==> src/rtl/sram_bus_arbiter_if.sv <==
// Fetch, MEM-stage and SRAM-like bus signals seen by sram_bus_arbiter.
// master = arbiter side, slave = requesters plus bus model.
interface sram_bus_arbiter_if;
  logic        inst_req;
  logic [31:0] inst_addr;
  logic        inst_addr_ok;
  logic        inst_data_ok;
  logic [31:0] inst_rdata;

  logic        data_req;
  logic        data_wr;
  logic [3:0]  data_wstrb;
  logic [31:0] data_addr;
  logic [31:0] data_wdata;
  logic        data_addr_ok;
  logic        data_data_ok;
  logic [31:0] data_rdata;

  logic        bus_req;
  logic        bus_wr;
  logic [3:0]  bus_wstrb;
  logic [31:0] bus_addr;
  logic [31:0] bus_wdata;
  logic        bus_addr_ok;
  logic        bus_data_ok;
  logic [31:0] bus_rdata;

  modport master (
    input  inst_req, inst_addr,
    output inst_addr_ok, inst_data_ok, inst_rdata,
    input  data_req, data_wr, data_wstrb, data_addr, data_wdata,
    output data_addr_ok, data_data_ok, data_rdata,
    output bus_req, bus_wr, bus_wstrb, bus_addr, bus_wdata,
    input  bus_addr_ok, bus_data_ok, bus_rdata
  );

  modport slave (
    output inst_req, inst_addr,
    input  inst_addr_ok, inst_data_ok, inst_rdata,
    output data_req, data_wr, data_wstrb, data_addr, data_wdata,
    input  data_addr_ok, data_data_ok, data_rdata,
    input  bus_req, bus_wr, bus_wstrb, bus_addr, bus_wdata,
    output bus_addr_ok, bus_data_ok, bus_rdata
  );
endinterface

==> src/rtl/sram_bus_arbiter.sv <==
// Two-requester (fetch/MEM) arbiter onto one SRAM-like bus, one transaction outstanding; grant->data_ok >= 2 cycles,
// requesters stall until *_addr_ok, bus stalls via bus_addr_ok/bus_data_ok. ARB_ROUND_ROBIN_EN selects fair arbitration.
module sram_bus_arbiter (
  input  logic                      clk,
  input  logic                      rst,
  sram_bus_arbiter_if.master        sif,
  output logic                      busy
);

  localparam logic [1:0] IDLE = 2'd0;
  localparam logic [1:0] ADDR = 2'd1;
  localparam logic [1:0] WAIT = 2'd2;

  logic [1:0]  state;
  logic        owner_data;
  logic        wr_q;
  logic [3:0]  wstrb_q;
  logic [31:0] addr_q;
  logic [31:0] wdata_q;

  logic in_idle;
  logic in_addr;
  logic in_wait;
  logic prefer_data;
  logic grant_data;
  logic grant_inst;
  logic done;

  // Everything is gated by rst so outputs stay quiet while reset is held.
  assign in_idle = rst && (state == IDLE);
  assign in_addr = rst && (state == ADDR);
  assign in_wait = rst && (state == WAIT);

`ifdef ARB_ROUND_ROBIN_EN
  logic last_data;

  assign prefer_data = !last_data;

  // Reset value means "data was granted last", so the first contested grant goes to fetch.
  always_ff @(posedge clk) begin
    if (!rst) begin
      last_data <= 1'b1;
    end else if (grant_data || grant_inst) begin
      last_data <= grant_data;
    end
  end
`else
  assign prefer_data = 1'b1;
`endif

  assign grant_data = in_idle && sif.data_req && (!sif.inst_req || prefer_data);
  assign grant_inst = in_idle && sif.inst_req && !grant_data;
  assign done       = in_wait && sif.bus_data_ok;

  always_ff @(posedge clk) begin
    if (!rst) begin
      state      <= IDLE;
      owner_data <= 1'b0;
      wr_q       <= 1'b0;
      wstrb_q    <= 4'b0000;
      addr_q     <= 32'h0;
      wdata_q    <= 32'h0;
    end else begin
      case (state)
        IDLE: begin
          if (grant_data) begin
            owner_data <= 1'b1;
            wr_q       <= sif.data_wr;
            wstrb_q    <= sif.data_wstrb;
            addr_q     <= sif.data_addr;
            wdata_q    <= sif.data_wdata;
            state      <= ADDR;
          end else if (grant_inst) begin
            owner_data <= 1'b0;
            wr_q       <= 1'b0;
            wstrb_q    <= 4'b0000;
            addr_q     <= sif.inst_addr;
            wdata_q    <= 32'h0;
            state      <= ADDR;
          end
        end
        ADDR: begin
          if (sif.bus_addr_ok) begin
            state <= WAIT;
          end
        end
        WAIT: begin
          if (sif.bus_data_ok) begin
            state <= IDLE;
          end
        end
        default: state <= IDLE;
      endcase
    end
  end

  assign sif.inst_addr_ok = grant_inst;
  assign sif.data_addr_ok = grant_data;
  assign sif.inst_data_ok = done && !owner_data;
  assign sif.data_data_ok = done && owner_data;
  assign sif.inst_rdata   = (done && !owner_data) ? sif.bus_rdata : 32'h0;
  // Write completions return zero rather than whatever the bus leaves on rdata.
  assign sif.data_rdata   = (done && owner_data && !wr_q) ? sif.bus_rdata : 32'h0;

  assign sif.bus_req   = in_addr;
  assign sif.bus_wr    = in_addr && wr_q;
  assign sif.bus_wstrb = in_addr ? wstrb_q : 4'b0000;
  assign sif.bus_addr  = in_addr ? addr_q  : 32'h0;
  assign sif.bus_wdata = in_addr ? wdata_q : 32'h0;

  assign busy = rst && (state != IDLE);

endmodule

==> src/flat_wrapper.sv <==
// flat-port wrapper written by rule: the top's interface ports become plain ports
module sram_bus_arbiter_flat 
  (clk, rst, busy, sif_inst_req, sif_inst_addr, sif_inst_addr_ok, sif_inst_data_ok, sif_inst_rdata, sif_data_req, sif_data_wr, sif_data_wstrb, sif_data_addr, sif_data_wdata, sif_data_addr_ok, sif_data_data_ok, sif_data_rdata, sif_bus_req, sif_bus_wr, sif_bus_wstrb, sif_bus_addr, sif_bus_wdata, sif_bus_addr_ok, sif_bus_data_ok, sif_bus_rdata);
  sram_bus_arbiter_if sif_i ();
  input  logic clk;
  input  logic rst;
  output logic busy;
  input wire logic [$bits(sif_i.inst_req)-1:0] sif_inst_req;
  input wire logic [$bits(sif_i.inst_addr)-1:0] sif_inst_addr;
  output wire logic [$bits(sif_i.inst_addr_ok)-1:0] sif_inst_addr_ok;
  output wire logic [$bits(sif_i.inst_data_ok)-1:0] sif_inst_data_ok;
  output wire logic [$bits(sif_i.inst_rdata)-1:0] sif_inst_rdata;
  input wire logic [$bits(sif_i.data_req)-1:0] sif_data_req;
  input wire logic [$bits(sif_i.data_wr)-1:0] sif_data_wr;
  input wire logic [$bits(sif_i.data_wstrb)-1:0] sif_data_wstrb;
  input wire logic [$bits(sif_i.data_addr)-1:0] sif_data_addr;
  input wire logic [$bits(sif_i.data_wdata)-1:0] sif_data_wdata;
  output wire logic [$bits(sif_i.data_addr_ok)-1:0] sif_data_addr_ok;
  output wire logic [$bits(sif_i.data_data_ok)-1:0] sif_data_data_ok;
  output wire logic [$bits(sif_i.data_rdata)-1:0] sif_data_rdata;
  output wire logic [$bits(sif_i.bus_req)-1:0] sif_bus_req;
  output wire logic [$bits(sif_i.bus_wr)-1:0] sif_bus_wr;
  output wire logic [$bits(sif_i.bus_wstrb)-1:0] sif_bus_wstrb;
  output wire logic [$bits(sif_i.bus_addr)-1:0] sif_bus_addr;
  output wire logic [$bits(sif_i.bus_wdata)-1:0] sif_bus_wdata;
  input wire logic [$bits(sif_i.bus_addr_ok)-1:0] sif_bus_addr_ok;
  input wire logic [$bits(sif_i.bus_data_ok)-1:0] sif_bus_data_ok;
  input wire logic [$bits(sif_i.bus_rdata)-1:0] sif_bus_rdata;
  assign sif_i.inst_req = sif_inst_req;
  assign sif_i.inst_addr = sif_inst_addr;
  assign sif_inst_addr_ok = sif_i.inst_addr_ok;
  assign sif_inst_data_ok = sif_i.inst_data_ok;
  assign sif_inst_rdata = sif_i.inst_rdata;
  assign sif_i.data_req = sif_data_req;
  assign sif_i.data_wr = sif_data_wr;
  assign sif_i.data_wstrb = sif_data_wstrb;
  assign sif_i.data_addr = sif_data_addr;
  assign sif_i.data_wdata = sif_data_wdata;
  assign sif_data_addr_ok = sif_i.data_addr_ok;
  assign sif_data_data_ok = sif_i.data_data_ok;
  assign sif_data_rdata = sif_i.data_rdata;
  assign sif_bus_req = sif_i.bus_req;
  assign sif_bus_wr = sif_i.bus_wr;
  assign sif_bus_wstrb = sif_i.bus_wstrb;
  assign sif_bus_addr = sif_i.bus_addr;
  assign sif_bus_wdata = sif_i.bus_wdata;
  assign sif_i.bus_addr_ok = sif_bus_addr_ok;
  assign sif_i.bus_data_ok = sif_bus_data_ok;
  assign sif_i.bus_rdata = sif_bus_rdata;
  sram_bus_arbiter u_core (.clk(clk), .rst(rst), .sif(sif_i), .busy(busy));
endmodule
==> config.mk <==
export PLATFORM = sky130hd
export DESIGN_NAME = sram_bus_arbiter_flat
export DESIGN_NICKNAME = d
export VERILOG_FILES = /design/src/rtl/sram_bus_arbiter_if.sv /design/src/rtl/sram_bus_arbiter.sv /design/src/flat_wrapper.sv
export SDC_FILE = /design/constraint.sdc
export NUM_CORES = 1
export LEC_CHECK = 0
export ABC_AREA = 0
export CAP_MARGIN = 20
export CORE_AREA = 2 2 107 109
export CTS_CLUSTER_SIZE = 20
export DETAILED_ROUTE_END_ITERATION = 6
export DIE_AREA = 0 0 109 111
export PLACE_DENSITY = 0.85
export SLEW_MARGIN = 20
export SYNTH_ARGS = -nofsm -noshare
export SYNTH_HDL_FRONTEND = slang
export SYNTH_SLANG_ARGS = --single-unit
==> constraint.sdc <==
create_clock -name clk -period 2 [get_ports clk]
set_input_delay 0.3 -clock clk [delete_from_list [all_inputs] [get_ports clk]]
set_output_delay 0.3 -clock clk [all_outputs]
set_load 0.1 [all_outputs]
=== Yosys cells after proc, flatten, opt, wreduce, memory -nomap -nowiden ===
Index checks and enable logic that the tools add are counted.

* Add/subtract/negate cells: 0
* Multiply operators: 0
* Divide/modulo/power cells: 0
* Magnitude comparators: 0
* Equality and inequality tests: 5
* Shift-type cells: 0
* Muxes and demuxes: 19
* Bitwise logic cells: 0
* Reductions and logical operators: 20

{| class="wikitable"
|+ Operator list
! kind !! count
|-
| $mux W32 || 8
|-
| $logic_and A1 B1 Y1 || 12
|-
| $mux W4 || 3
|-
| $mux W2 || 4
|-
| $pmux W2 S3 || 1
|-
| $ne A2 B2 Y1 const B || 2
|-
| $reduce_bool A2 Y1 || 2
|-
| $logic_not A1 Y1 || 3
|-
| $mux W1 || 3
|-
| $ne A3 B2 Y1 const B || 1
|-
| $reduce_and A3 Y1 || 1
|-
| $eq A2 B1 Y1 const B || 1
|-
| $eq A2 B2 Y1 const B || 1
|-
| $logic_not A2 Y1 || 1
|-
| $reduce_and A2 Y1 || 1
|}

* Flip-flop bits (word level): 72
* Bits in latches: 0
* Bits in writable memories: 0
* Memory bits (read-only): 0
* Bits of input ports: 139
* Output and inout port bits: 139
* Logic and storage cells: 50
* Memories kept: 0

=== Logic depth before layout (Yosys ltp) ===
* Depth in word-level cells: 8
* Mapped depth: 7
* Mapped depth without buffers: 3

=== Worst setup path after synthesis ===
Ideal clock, no wire load.

* Kind: reg2out
* From: register u_core.state[0]
* To: output port sif_bus_addr[25]
* Arrival: 2.625 ns
* Data required time: 1.700 ns
* Path slack: -0.925 ns
* Stages on the path, launching flop included: 5
* Path buffers: 2
* Cell sequence: dfxtp_1 -> buf_2 -> nor3b_2 -> clkbuf_1 -> and2_1

* Cells in the longest elaborated chain, start to end: 3

{| class="wikitable"
|+ RTL lines
! what !! RTL line !! text
|-
| start: declaration || sram_bus_arbiter.sv:14 || <nowiki>logic [1:0] state;</nowiki>
|-
| start signal: assignment || sram_bus_arbiter.sv:57 || <nowiki>state <= IDLE;</nowiki>
|-
| start signal: assignment || sram_bus_arbiter.sv:72 || <nowiki>state <= ADDR;</nowiki>
|-
| start signal: assignment || sram_bus_arbiter.sv:79 || <nowiki>state <= ADDR;</nowiki>
|-
| $eq A2 B1 Y1 || sram_bus_arbiter.sv:31 || <nowiki>assign in_addr = rst && (state == ADDR);</nowiki>
|-
| $logic_and A1 B1 Y1 || sram_bus_arbiter.sv:31 ||
|-
| via sif_bus_req || flat_wrapper.sv:21 || <nowiki>output wire logic [$bits(sif_i.bus_req)-1:0] sif_bus_req;</nowiki>
|-
| $mux W32 || sram_bus_arbiter.sv:108 || <nowiki>assign sif.bus_addr = in_addr ? addr_q : 32'h0;</nowiki>
|-
| end: declaration || flat_wrapper.sv:24 || <nowiki>output wire logic [$bits(sif_i.bus_addr)-1:0] sif_bus_addr;</nowiki>
|}

The timed path passes the listed nets, and every way through them passes these cells.

=== Final worst setup path ===
* From: register u_core.state[0]
* To: output port sif_data_rdata[8]

* Cells in the longest elaborated chain, start to end: 6

{| class="wikitable"
|+ RTL lines
! what !! RTL line !! text
|-
| $eq A2 B2 Y1 || sram_bus_arbiter.sv:32 || <nowiki>assign in_wait = rst && (state == WAIT);</nowiki>
|-
| $logic_and A1 B1 Y1 || sram_bus_arbiter.sv:32 ||
|-
| $logic_and A1 B1 Y1 || sram_bus_arbiter.sv:53 || <nowiki>assign done = in_wait && sif.bus_data_ok;</nowiki>
|-
| $logic_and A1 B1 Y1 (2 in a row) || sram_bus_arbiter.sv:103 || <nowiki>assign sif.data_rdata = (done && owner_data && !wr_q) ? sif.bus_rdata : 32'h0;</nowiki>
|-
| $mux W32 || sram_bus_arbiter.sv:103 ||
|-
| end: declaration || flat_wrapper.sv:20 || <nowiki>output wire logic [$bits(sif_i.data_rdata)-1:0] sif_data_rdata;</nowiki>
|}

Every way passes these cells.

==> flow_summary_export.csv <==
group,metric,value,unit
critical_path,reg2reg_slack,110,ps
global_routing,grt_antenna_before_repair,0,
cells_and_area,flow.area_growth_from_synthesis,151,%
timing,hold_violations,0,
route,detailroute.wirelength.met2,9330,um
placed_design,port-buffer-count,277,
cells_and_area,instances_no_fill,837,
clock_tree,clock_root_buffer,"sky130_fd_sc_hd__clkbuf_16",
min_path,hp-class,"primary input to flop",
logic_synthesis,synth.yosys.warnings,0,
power_and_ir_drop,power_leakage,3.58,nW
timing,worst_pin_slew,497,ps
critical_path,max_fanout_on_critical_path,32,
route,avgViaCountPerCell,5.11,
logic_synthesis,yosys.area.top_type,"sky130_fd_sc_hd__dfxtp_1",
critical_path,arr_time_crit_path,1880,ps
timing,period_share,1.09,
floorplan,overall_die_area,12100,sq um
clock_tree,htreeDepth,3,
floorplan,die_w,109,um
power_and_ir_drop,clock_power_share,0.359,
critical_path,critical_path.startpoint_type,"flop",
global_routing,grt_first_pass_wirelength,25000,um
critical_path,critical_path.cell_chain,"nand3b_1 -> buf_4 -> nor3_4 -> buf_12 -> and2_2 -> buf_12",
timing,final.setup_skew,9.31,ps
route,detail_route.wirelength,17400,um
route,num_vias,4281,
critical_path,crit_type,"flop to primary output",
clock_tree,cts.path.max_buffers,2,
logic_synthesis,postSynthAreaPerCell,8.71,sq um
placed_design,dp_cells,797,
critical_path,worst_path_dominant_cell_family,"simple AND/OR/NAND/NOR gates",
critical_path,end_kind,"primary output",
critical_path,cpPeakStageDelay,340,ps
timing,timing.final.ws_setup,-182,ps
floorplan,die_height,111,um
floorplan,num_rows,39,
power_and_ir_drop,ir_worst_vdd,0.578,mV
cells_and_area,antenna-diode-count,0,
floorplan,standard_cell_core_area,11100,sq um
route,drt_iter0_markers,306,
clock_tree,tritoncts_clock_tree,"done",
logic_synthesis,synth_sequential_area_ratio,0.410,
timing,rsz0062_at_grt,"yes",
timing,max-slew-margin-rel,0.669,
power_and_ir_drop,p_per_area,544,nW/um^2
critical_path,critical_path.n_buffers_inverters,3,
clock_tree,worst_skew_pair.late_latency,320,ps
logic_synthesis,synth.top_cell.area_share,0.410,
cells_and_area,design.final.nets,828,
critical_path,required,1700,ps
timing,slew_viol_final,0,
power_and_ir_drop,cellInternalPower,3.40,mW
run_status,outcome,"complete, but fails checks",
route,postRouteAntennaNets,0,
timing,fmaxAchievable,0.458,GHz
power_and_ir_drop,pwr-share-comb,0.300,
placed_design,dp_hpwl,11700,um
clock_tree,clock_pin_transition_on_the_worst_setup_and_hold_timing_paths,50,ps
floorplan,boundaryPins,278,
logic_synthesis,synth.cell_area,3520,sq um
route,routed.top_layer,"met4",
global_routing,grt_pass1_vias,4468,
logic_synthesis,synth_seq_cells,72,
timing,period_minus_slack,2180,ps
placed_design,post-place-ws,-154,ps
logic_synthesis,synthTopCellsByArea,"sky130_fd_sc_hd__dfxtp_1 (41%), sky130_fd_sc_hd__and2_1 (24%), sky130_fd_sc_hd__a22o_1 (9.5%), sky130_fd_sc_hd__o22ai_1 (5.5%), sky130_fd_sc_hd__a21oi_1 (4.8%)",
route,drt-met1-wl,6500,um
timing,setup_violations,137,
clock_tree,cts_inserted_buffers,9,
critical_path,worst_path_max_delay_cell,"sky130_fd_sc_hd__dfxtp_4",
global_routing,grt_max_degree,40,
run_status,violations,"negative setup slack",
floorplan,floorplan.initialDensity,0.318,
global_routing,groute.usage.overall,0.268,
run,timing.max_cap.violations,0,
power_and_ir_drop,net-switching-power,1.42,mW
power_and_ir_drop,swShare,0.295,
min_path,hold_start,"sif_bus_data_ok",
logic_synthesis,synth.lib_cells_used.distinct,27,
power_and_ir_drop,power_frac_seq,0.341,
critical_path,timing.critical_path.from,"u_core.state[0]",
route,post-route-drc-count,0,
cells_and_area,fillerInstances,610,
route,post_drt_wl_per_cell,20.8,um
critical_path,cell_seen_most_often_among_critical_path_stages,"sky130_fd_sc_hd__buf_12",
clock_tree,clock_sinks,72,
route,wl_met3,1050,um
placed_design,gp_routability_congestion,0.847,
global_routing,globalRouteOverflowTotal,0,
cells_and_area,drive_above_1_share,0.487,
critical_path,rr_startpoint,"u_core.state[0]",
logic_synthesis,synthesis.instances,404,
logic_synthesis,synthesis.nets,543,
route,detailed_routing_iterations_pass_1,4,
## final cells by class
class | count | area (sq um) | area share
Inverter | 2 | 7.51 | 0.000849
Sequential cell | 72 | 1450 | 0.164
Timing Repair Buffer | 315 | 4710 | 0.532
Multi-Input combinational cell | 289 | 2180 | 0.246
Clock buffer | 12 | 246 | 0.0279
Clock inverter | 4 | 77.6 | 0.00877
Tap cell | 143 | 179 | 0.0202
## per-layer routing
layer	global-route usage	vias up
li1	-	1983
met1	0.305	2060
met2	0.481	198
met3	0.0588	40
met4	0.0940	0
met5	0	-
## synth_stat cells
cell type                   count
sky130_fd_sc_hd__a2111oi_0      1
sky130_fd_sc_hd__clkbuf_1      23
sky130_fd_sc_hd__or4b_1         1
sky130_fd_sc_hd__buf_8          2
sky130_fd_sc_hd__nor3_1        32
sky130_fd_sc_hd__o22ai_1       31
sky130_fd_sc_hd__nor2_1         6
sky130_fd_sc_hd__or2_1          1
sky130_fd_sc_hd__nor3b_2        2
sky130_fd_sc_hd__and2_1       133
sky130_fd_sc_hd__buf_1          2
sky130_fd_sc_hd__a21oi_2        1
sky130_fd_sc_hd__buf_6          6
sky130_fd_sc_hd__a211oi_1       1
sky130_fd_sc_hd__or3b_1         1
sky130_fd_sc_hd__inv_2          1
sky130_fd_sc_hd__nand2_1        2
sky130_fd_sc_hd__nor2_4         1
sky130_fd_sc_hd__nor2_2         1
sky130_fd_sc_hd__buf_2          7
sky130_fd_sc_hd__nand3b_1       2
sky130_fd_sc_hd__a21oi_1       34
sky130_fd_sc_hd__dfxtp_1       72
sky130_fd_sc_hd__a22o_1        38
sky130_fd_sc_hd__a21bo_2        1
sky130_fd_sc_hd__inv_1          1
sky130_fd_sc_hd__buf_4          1
## path summary, 6_finish.rpt
| path | endpoint | cells after the start |
|---|---|---|
| max | sif_data_rdata[8] | 6 |
| min | u_core.state[1] | 4 |
| max reg2reg | u_core.addr_q[23] | 8 |
| min reg2reg | u_core.wdata_q[15] | 1 |
## stage by stage
step	util	power (mW)	hold slack (ps)	area [sq um]	TNS, ps
CTS	0.773	4.72	424	8570	-7120
floorplan	-	2.34	415	3720	-236
global placement	0.724	2.91	447	8020	-7470
finish	0.798	4.81	459	8840	-16430
detailed placement	0.724	2.95	447	8020	-13470
global route	0.798	4.98	454	8840	-23950
## state kept, by name, indices dropped and copies added, names as in the netlist
register and count:
u_core.addr_q 32, u_core.owner_data 1, u_core.state 2, u_core.wdata_q 32, u_core.wr_q 1, u_core.wstrb_q 4
## cell families after synthesis
kind of cell,count (synthesis),synth area share
flops,72,0.410
simple gates,182,0.314
compound gates,107,0.208
buf+inv,43,0.0686
## repair_timing
action | 4_1_cts | 5_1_grt
resized for setup | 30 | 83
hold buffers | 0 | 0
hold endpoints to repair | 0 | 0
setup buffers | 7 | 8
gates cloned | 4 | 9
endpoints found under the setup margin | 136 | 137
pin swaps | 5 | 59
## power by group through the flow
| stage | Combinational, mW | Clock (mW) | Sequential [mW] |
|---|---|---|---|
| floorplan | 0.704 | 0 | 1.63 |
| global placement | 1.26 | 0 | 1.65 |
| detailed placement | 1.29 | 0 | 1.66 |
| CTS | 1.33 | 1.75 | 1.63 |
| global route | 1.51 | 1.82 | 1.65 |
| finish | 1.44 | 1.73 | 1.64 |
## worst reg2reg max path, cell delays in order, from the launching register on
cell and delay, ps:
sky130_fd_sc_hd__dfxtp_4 340, sky130_fd_sc_hd__buf_4 130, sky130_fd_sc_hd__buf_6 120, sky130_fd_sc_hd__buf_6 120, sky130_fd_sc_hd__buf_4 120, sky130_fd_sc_hd__nor2_2 190, sky130_fd_sc_hd__buf_4 410, sky130_fd_sc_hd__a21oi_1 160
sky130_fd_sc_hd__nor3_1 210
## cells in the final DEF (no fill, tap or decap), drive strengths merged, types with 8 or more instances in the layout
cell           instances
buf                  171
clkdlybuf4s50        136
and2                 133
dfxtp                 72
a22o                  38
a21oi                 35
nor3                  32
o22ai                 31
clkbuf                18
nor2                   8
Note: power is estimated with default switching activity, not from simulation.
